<file path="config.mk">
export PLATFORM = sky130hd
export DESIGN_NAME = bcd_binary_seq
export DESIGN_NICKNAME = d
export VERILOG_FILES = /design/src/rtl/bcd_binary_seq.sv
export SDC_FILE = /design/constraint.sdc
export NUM_CORES = 1
export LEC_CHECK = 0
export CAP_MARGIN = 10
export CORE_ASPECT_RATIO = 1.75
export CORE_MARGIN = 2
export CORE_UTILIZATION = 29
export DETAILED_ROUTE_END_ITERATION = 6
export MAX_ROUTING_LAYER = met4
export SLEW_MARGIN = 20
export SYNTH_ARGS = -nofsm -noshare
export SYNTH_HDL_FRONTEND = slang
export SYNTH_SLANG_ARGS = --single-unit
</file>
<file path="constraint.sdc">
create_clock -name clk -period 2.21 [get_ports clk]
set_input_delay 0.442 -clock clk [delete_from_list [all_inputs] [get_ports clk]]
set_output_delay 0.442 -clock clk [all_outputs]
set_load 0.02 [all_outputs]
</file>
<file path="src/rtl/bcd_binary_seq.sv">
// ---------------------------------------------------------------------------
// bcd_binary_seq
//
// Sequential BCD-to-binary converter. A packed DIGITS-digit BCD word is
// accepted over a valid/ready handshake and converted most-significant digit
// first by multiply-by-10 accumulate, one digit per clock. The binary result
// is offered on a second valid/ready handshake.
//
// Handshake semantics (both sides): a transfer happens on a rising clk edge
// where valid and ready are both 1. A producer holding valid keeps its data
// stable until the transfer. This block never drops out_valid without
// out_ready.
//
// Ports:
//   clk        in   rising-edge clock
//   rst_n      in   asynchronous, active-low reset
//   in_valid   in   bcd holds a word to convert
//   in_ready   out  block can accept a word (IDLE only)
//   bcd        in   packed BCD, digit DIGITS-1 in the MSBs
//   out_valid  out  bin/err hold a completed result (DONE only)
//   out_ready  in   consumer takes the result
//   bin        out  binary result, modulo 2^BIN_W
//   err        out  some input digit was >9 (only with BCD_DIGIT_CHECK_EN)
//   state_dbg  out  current FSM state (0=IDLE, 1=CONV, 2=DONE)
//
// Build option: define BCD_DIGIT_CHECK_EN to build the per-digit >9 check
// and the sticky error flag. Without it err is tied to 0 and digits >9 are
// simply accumulated as their numeric value.
// ---------------------------------------------------------------------------
module bcd_binary_seq #(
  parameter int DIGITS = 4,
  parameter int BIN_W  = 14
) (
  input  logic                  clk,
  input  logic                  rst_n,
  input  logic                  in_valid,
  output logic                  in_ready,
  input  logic [4*DIGITS-1:0]   bcd,
  output logic                  out_valid,
  input  logic                  out_ready,
  output logic [BIN_W-1:0]      bin,
  output logic                  err,
  output logic [1:0]            state_dbg
);

  typedef enum logic [1:0] {
    S_IDLE = 2'd0,
    S_CONV = 2'd1,
    S_DONE = 2'd2
  } state_e;

  // Counter only needs to index digits 0..DIGITS-1.
  localparam int CNT_W = (DIGITS > 1) ? $clog2(DIGITS) : 1;

  state_e              state_q, state_d;
  logic [4*DIGITS-1:0] sr_q, sr_d;
  logic [BIN_W-1:0]    acc_q, acc_d;
  logic [CNT_W-1:0]    cnt_q, cnt_d;
  logic [BIN_W-1:0]    bin_q, bin_d;

  logic [3:0]          digit;
  logic [BIN_W-1:0]    acc_step;
  logic                last_digit;

  assign digit      = sr_q[4*DIGITS-1 -: 4];
  // acc*10 + digit without a multiplier; wraps modulo 2^BIN_W.
  assign acc_step   = (acc_q << 3) + (acc_q << 1) + BIN_W'(digit);
  assign last_digit = (cnt_q == CNT_W'(DIGITS - 1));

  // ---------------- state register ----------------
  always_ff @(posedge clk or negedge rst_n) begin
    if (!rst_n) state_q <= S_IDLE;
    else        state_q <= state_d;
  end

  // ---------------- next-state logic ----------------
  always_comb begin
    state_d = state_q;
    case (state_q)
      S_IDLE:  if (in_valid)   state_d = S_CONV;
      S_CONV:  if (last_digit) state_d = S_DONE;
      S_DONE:  if (out_ready)  state_d = S_IDLE;
      default:                 state_d = S_IDLE;
    endcase
  end

  // ---------------- output logic ----------------
  always_comb begin
    in_ready  = (state_q == S_IDLE);
    out_valid = (state_q == S_DONE);
    state_dbg = state_q;
  end

  assign bin = bin_q;

  // ---------------- datapath ----------------
  always_comb begin
    sr_d  = sr_q;
    acc_d = acc_q;
    cnt_d = cnt_q;
    bin_d = bin_q;
    case (state_q)
      S_IDLE: begin
        if (in_valid) begin
          sr_d  = bcd;
          acc_d = '0;
          cnt_d = '0;
        end
      end
      S_CONV: begin
        acc_d = acc_step;
        sr_d  = sr_q << 4;
        cnt_d = last_digit ? '0 : cnt_q + CNT_W'(1);
        if (last_digit) bin_d = acc_step;
      end
      default: ;
    endcase
  end

  always_ff @(posedge clk or negedge rst_n) begin
    if (!rst_n) begin
      sr_q  <= '0;
      acc_q <= '0;
      cnt_q <= '0;
      bin_q <= '0;
    end else begin
      sr_q  <= sr_d;
      acc_q <= acc_d;
      cnt_q <= cnt_d;
      bin_q <= bin_d;
    end
  end

`ifdef BCD_DIGIT_CHECK_EN
  // Sticky flag collects any digit >9 seen during CONV; err is captured
  // together with bin so both stay stable through DONE.
  logic flag_q, flag_d;
  logic err_q, err_d;
  logic digit_bad;

  assign digit_bad = (digit > 4'd9);

  always_comb begin
    flag_d = flag_q;
    err_d  = err_q;
    case (state_q)
      S_IDLE: if (in_valid) flag_d = 1'b0;
      S_CONV: begin
        flag_d = flag_q | digit_bad;
        if (last_digit) err_d = flag_q | digit_bad;
      end
      default: ;
    endcase
  end

  always_ff @(posedge clk or negedge rst_n) begin
    if (!rst_n) begin
      flag_q <= 1'b0;
      err_q  <= 1'b0;
    end else begin
      flag_q <= flag_d;
      err_q  <= err_d;
    end
  end

  assign err = err_q;
`else
  assign err = 1'b0;
`endif

endmodule

</file>
Yosys cells after proc, flatten, opt, wreduce, memory -nomap -nowiden. Index checks and enable logic that the tools add are counted.

Eq/ne operators: 6. Add/subtract/negate cells: 3. Reductions and logical operators: 5. Mux-type cells: 11.

Operators by type and width (number): $pmux 16 s2 (1); $pmux 13 s2 (1); $mux 16 (1); $add 14x14->14 (1); $add 14x4->14 (1); $mux 13 (1); $mux 2 (5); $pmux 2 s3 (1); $eq 2x2->1 const B (2); $ne 2x2->1 const B (2); $pmux 2 s2 (1); $reduce_and 2->1 (2); $reduce_and 3->1 (1); $add 2x1->2 const B (1); $eq 2x1->1 const B (1); $logic_not 2->1 (1); $ne 2x1->1 const B (1); $reduce_bool 2->1 (1).

Logic and storage cells: 30. Output and inout port bits: 19. Register bits: 47. Input port bits: 20.

Logic depth before layout (Yosys ltp).
Word-level depth: 3. Gate-level depth with buffers: 9. Depth with buffers taken out: 9.

Worst setup path before layout. Ideal clock, no wire load.

Path kind: register to register. Start: register sr_q[15]. End: register acc_q[10]. Data arrival time: 2205 ps. Setup slack: -128 ps. Path buffers: 0. Cell stages (with the launch flop): 10. Library setup time: 134 ps. Cell sequence: dfrtp_1 > inv_1 > fa_1 > inv_1 > fa_1 > a211oi_1 > o21ai_1 > a21boi_0 > xor2_1 > o21ai_0.

Word-level cells in the longest chain between the ends: 2.

RTL lines: start, declared (line 56) `logic [4*DIGITS-1:0] sr_q, sr_d;`; start signal, assigned (line 127) `sr_q <= sr_d;`; $add 14x4->14 (line 67) `assign acc_step = (acc_q << 3) + (acc_q << 1) + BIN_W'(digit);`; $pmux 13 s2 (line 102) `case (state_q)`; end signal, assigned (line 123) `acc_q <= '0;`; end signal, assigned (line 128) `acc_q <= acc_d;`; end, declared (line 57) `logic [BIN_W-1:0] acc_q, acc_d;`.

No other way between the ends. A chain may end at the register's enable or synchronous reset.

Final worst setup path.
Start: register sr_q[15]. End: register acc_q[12].

Same word-level chain as after synthesis.

==> impl_metrics.csv <==
group,metric,value,unit
status,violations,"setup timing",
cts,htree_levels,2,
grt,grt_max_degree,48,
cells_and_area,nFillCells,888,
yosys,synth_edf_count,0,
die,die_h,130,um
worst_setup_path,cp_common_cell,"inv_2",
cells_and_area,nNetsFinal,360,
yosys,dominantRegCellSynth,"dfrtp_1",
cells_and_area,fin_util,0.392,
cells_and_area,design_area,3420,um2
power_and_ir_drop,power_density,1560,nW/um2
cells_and_area,diodes,0,
cts,clock_sinks,47,
route,wl_per_cell,14.2,um
worst_hold_path,min_path_type,"in -> async",
cts,cts_tree,"done",
cts,clk_latency,290,ps
timing,clock.fmax,435,MHz
power_and_ir_drop,p_total,5.35,mW
cts,path_clk_slew,60,ps
cells_and_area,layout-drive-gt1-share,0.174,
die,dieArea,9820,um2
route,ant_nets,0,
timing,setup_violations,7,
timing,hold_viol,0,
grt,grt_pass1_vias,2183,
yosys,synthesis.nets,309,
run,drv_cap,0,
yosys,synth_area,2610,um2
cts,cts_root_buf,"clkbuf_16",
worst_setup_path,worstSetupPathType,"reg -> reg",
route,drt-vias-per-instance,4.85,
cells_and_area,final_common_cell,"dfrtp_1",
cts,cts_max_path_buffers,2,
yosys,ys_warn_count,0,
worst_setup_path,cp_top_family,"adder cells",
timing,slew_violations,0,
timing,whs,247,ps
cells_and_area,synthToLayoutAreaGrowth,31.0,%
power_and_ir_drop,leakage,1.52,nW
worst_setup_path,crit_buf_inv,2,
die,floorplan.initialDensity,0.299,
worst_setup_path,crit_chain,"inv_2 -> fa_1 -> inv_2 -> fa_2 -> a211oi_2 -> o21ai_2 -> a31oi_1 -> xor2_1 -> o21ai_0",
worst_setup_path,r2r_slack,-90,ps
timing,worst_slack,-89.0,ps
power_and_ir_drop,peakVddDrop,0.627,mV
cells_and_area,final_cell_mix,"dfrtp_1, clkdlybuf4s50_1, nand2_1, o21ai_0, a21oi_1",
die,core_area,8730,um2
worst_setup_path,endpoint_kind,"flop",
grt,gr-total-overflow,0,
timing,min_period,2300,ps
worst_setup_path,slowest_stage,"fa_1",
yosys,syn_inst,264,
die,ioPinCount,39,
worst_setup_path,startpoint_type,"flop",
die,rows,45,
yosys,ys_async_sr_fraction,1.00,
cts,cts-buffers-inserted,5,
route,drtIter0Drc,98,
timing,worst_pin_slew,592,ps
worst_setup_path,slowest_delay,540,ps
yosys,ys_ff_latch,47,
worst_setup_path,cp.arrival,2450,ps
route,num_vias,2102,
yosys,yosysSeqAreaShare,0.450,
grt,grt_pass1_wl,10400,um
route,drc,0,
grt,grt_usage,0.141,
worst_setup_path,worstPathRequired,2360,ps
place,place_area,3200,um2
die,fp.dieW,75.8,um
route,routed_wl,6150,um
timing,skew,3.55,ps
timing,finalCritPeriodShare,1.04,
yosys,ys_types,36,
cts,cts_hold_buf,0,
grt,antenna_found_initial,0,
place,io_buffers,37,
yosys,syn_area_per_cell,9.90,um2
place,gp_congestion,0.779,
worst_setup_path,path_max_fanout,3,
timing,rsz0062_at_grt,"yes",
route,firstDrtPassIters,4,
place,hpwl,4620,um
timing,relSlewSlack,0.605,
status,status,"finished with violations",
==> worst reg2reg max path: stages (launching register included) <==
cell      delay [ps]
dfrtp_1          360
inv_2             40
fa_1             540
inv_2             60
fa_2             350
a211oi_2         210
o21ai_2          100
a31oi_1          200
xor2_1           210
o21ai_0           90
==> repair_timing <==
item | 4_1_cts | 5_1_grt
buffers inserted | 4 | 0
pin swaps | 11 | 11
gates resized for setup | 9 | 12
setup endpoints to repair | 15 | 16
==> cells in the mapped netlist, types with 5 or more instances <==
library cell | instances | area share
dfrtp_1 | 47 | 0.45
o21ai_0 | 39 | 0.075
nand2_1 | 30 | 0.043
a21oi_1 | 25 | 0.048
ha_1 | 23 | 0.11
nor2b_1 | 17 | 0.041
a22oi_1 | 11 | 0.032
clkbuf_1 | 8 | 0.011
inv_1 | 7 | 0.010
xor2_1 | 7 | 0.023
a22o_1 | 5 | 0.017
xnor2_1 | 5 | 0.017
==> through the flow <==
step           setup TNS, ps  setup slack (ps)  cells
6_report                -268             -89.0    433
5_1_grt                -1200              -219    433
4_1_cts                 -576              -115    433
3_5_place_dp            -998              -121    421
3_3_place_gp            -506             -73.3    421
2_1_floorplan          -22.4             -11.2    264
==> per-layer routing <==
metal  up-vias  global-route usage  wire [um]
met1      1010               0.157       2430
met5         -                   -          0
met2        48               0.249       3390
met3        13              0.0218        195
met4         0              0.0475        138
li1       1031                   -          -
==> sequential cells by signal, summed over array words and instances, names as in the netlist <==
register,count
sr_q,16
bin,14
acc_q,13
cnt_q,2
state_dbg,2
==> worst paths after layout <==
check | from | to | depth (start not counted)
setup reg to reg | sr_q[15] | acc_q[12] | 9
setup / recovery | sr_q[15] | acc_q[12] | 9
hold / removal | rst_n | bin[8] | 2
hold reg to reg | bin[13] | bin[13] | 2
min in group clk | bin[13] | bin[13] | 2
max in group asynchronous | rst_n | state_dbg[0] | 2
==> power breakdown <==
| part | internal, mW | leakage [nW] | switching [mW] |
|---|---|---|---|
| sequential | 1.24 | 0.602 | 0.305 |
| combinational | 1.42 | 0.846 | 1.65 |
| clock | 0.413 | 0.0733 | 0.320 |
==> cell type report <==
| type | count | area (um2) | share of cell area |
|---|---|---|---|
| Inverter | 7 | 26.3 | 0.00768 |
| Multi-Input combinational cell | 197 | 1420 | 0.414 |
| Sequential cell | 47 | 1180 | 0.344 |
| Timing Repair Buffer | 57 | 515 | 0.151 |
| Clock inverter | 3 | 15.0 | 0.00439 |
| Clock buffer | 5 | 125 | 0.0365 |
| Tap cell | 117 | 146 | 0.0428 |
==> logic make-up after synthesis <==
group	Yosys count	share of synthesized area
AO/OA/AOI/OAI	96	0.223
AND/OR/NAND/NOR	59	0.110
flip-flops	47	0.450
adder cells (fa/ha/maj)	25	0.125
buffers and inverters	20	0.0330
XOR/XNOR	12	0.0402
multiplexers	4	0.0172
other	1	0.00143
Note: power is estimated with default switching activity, not from simulation.
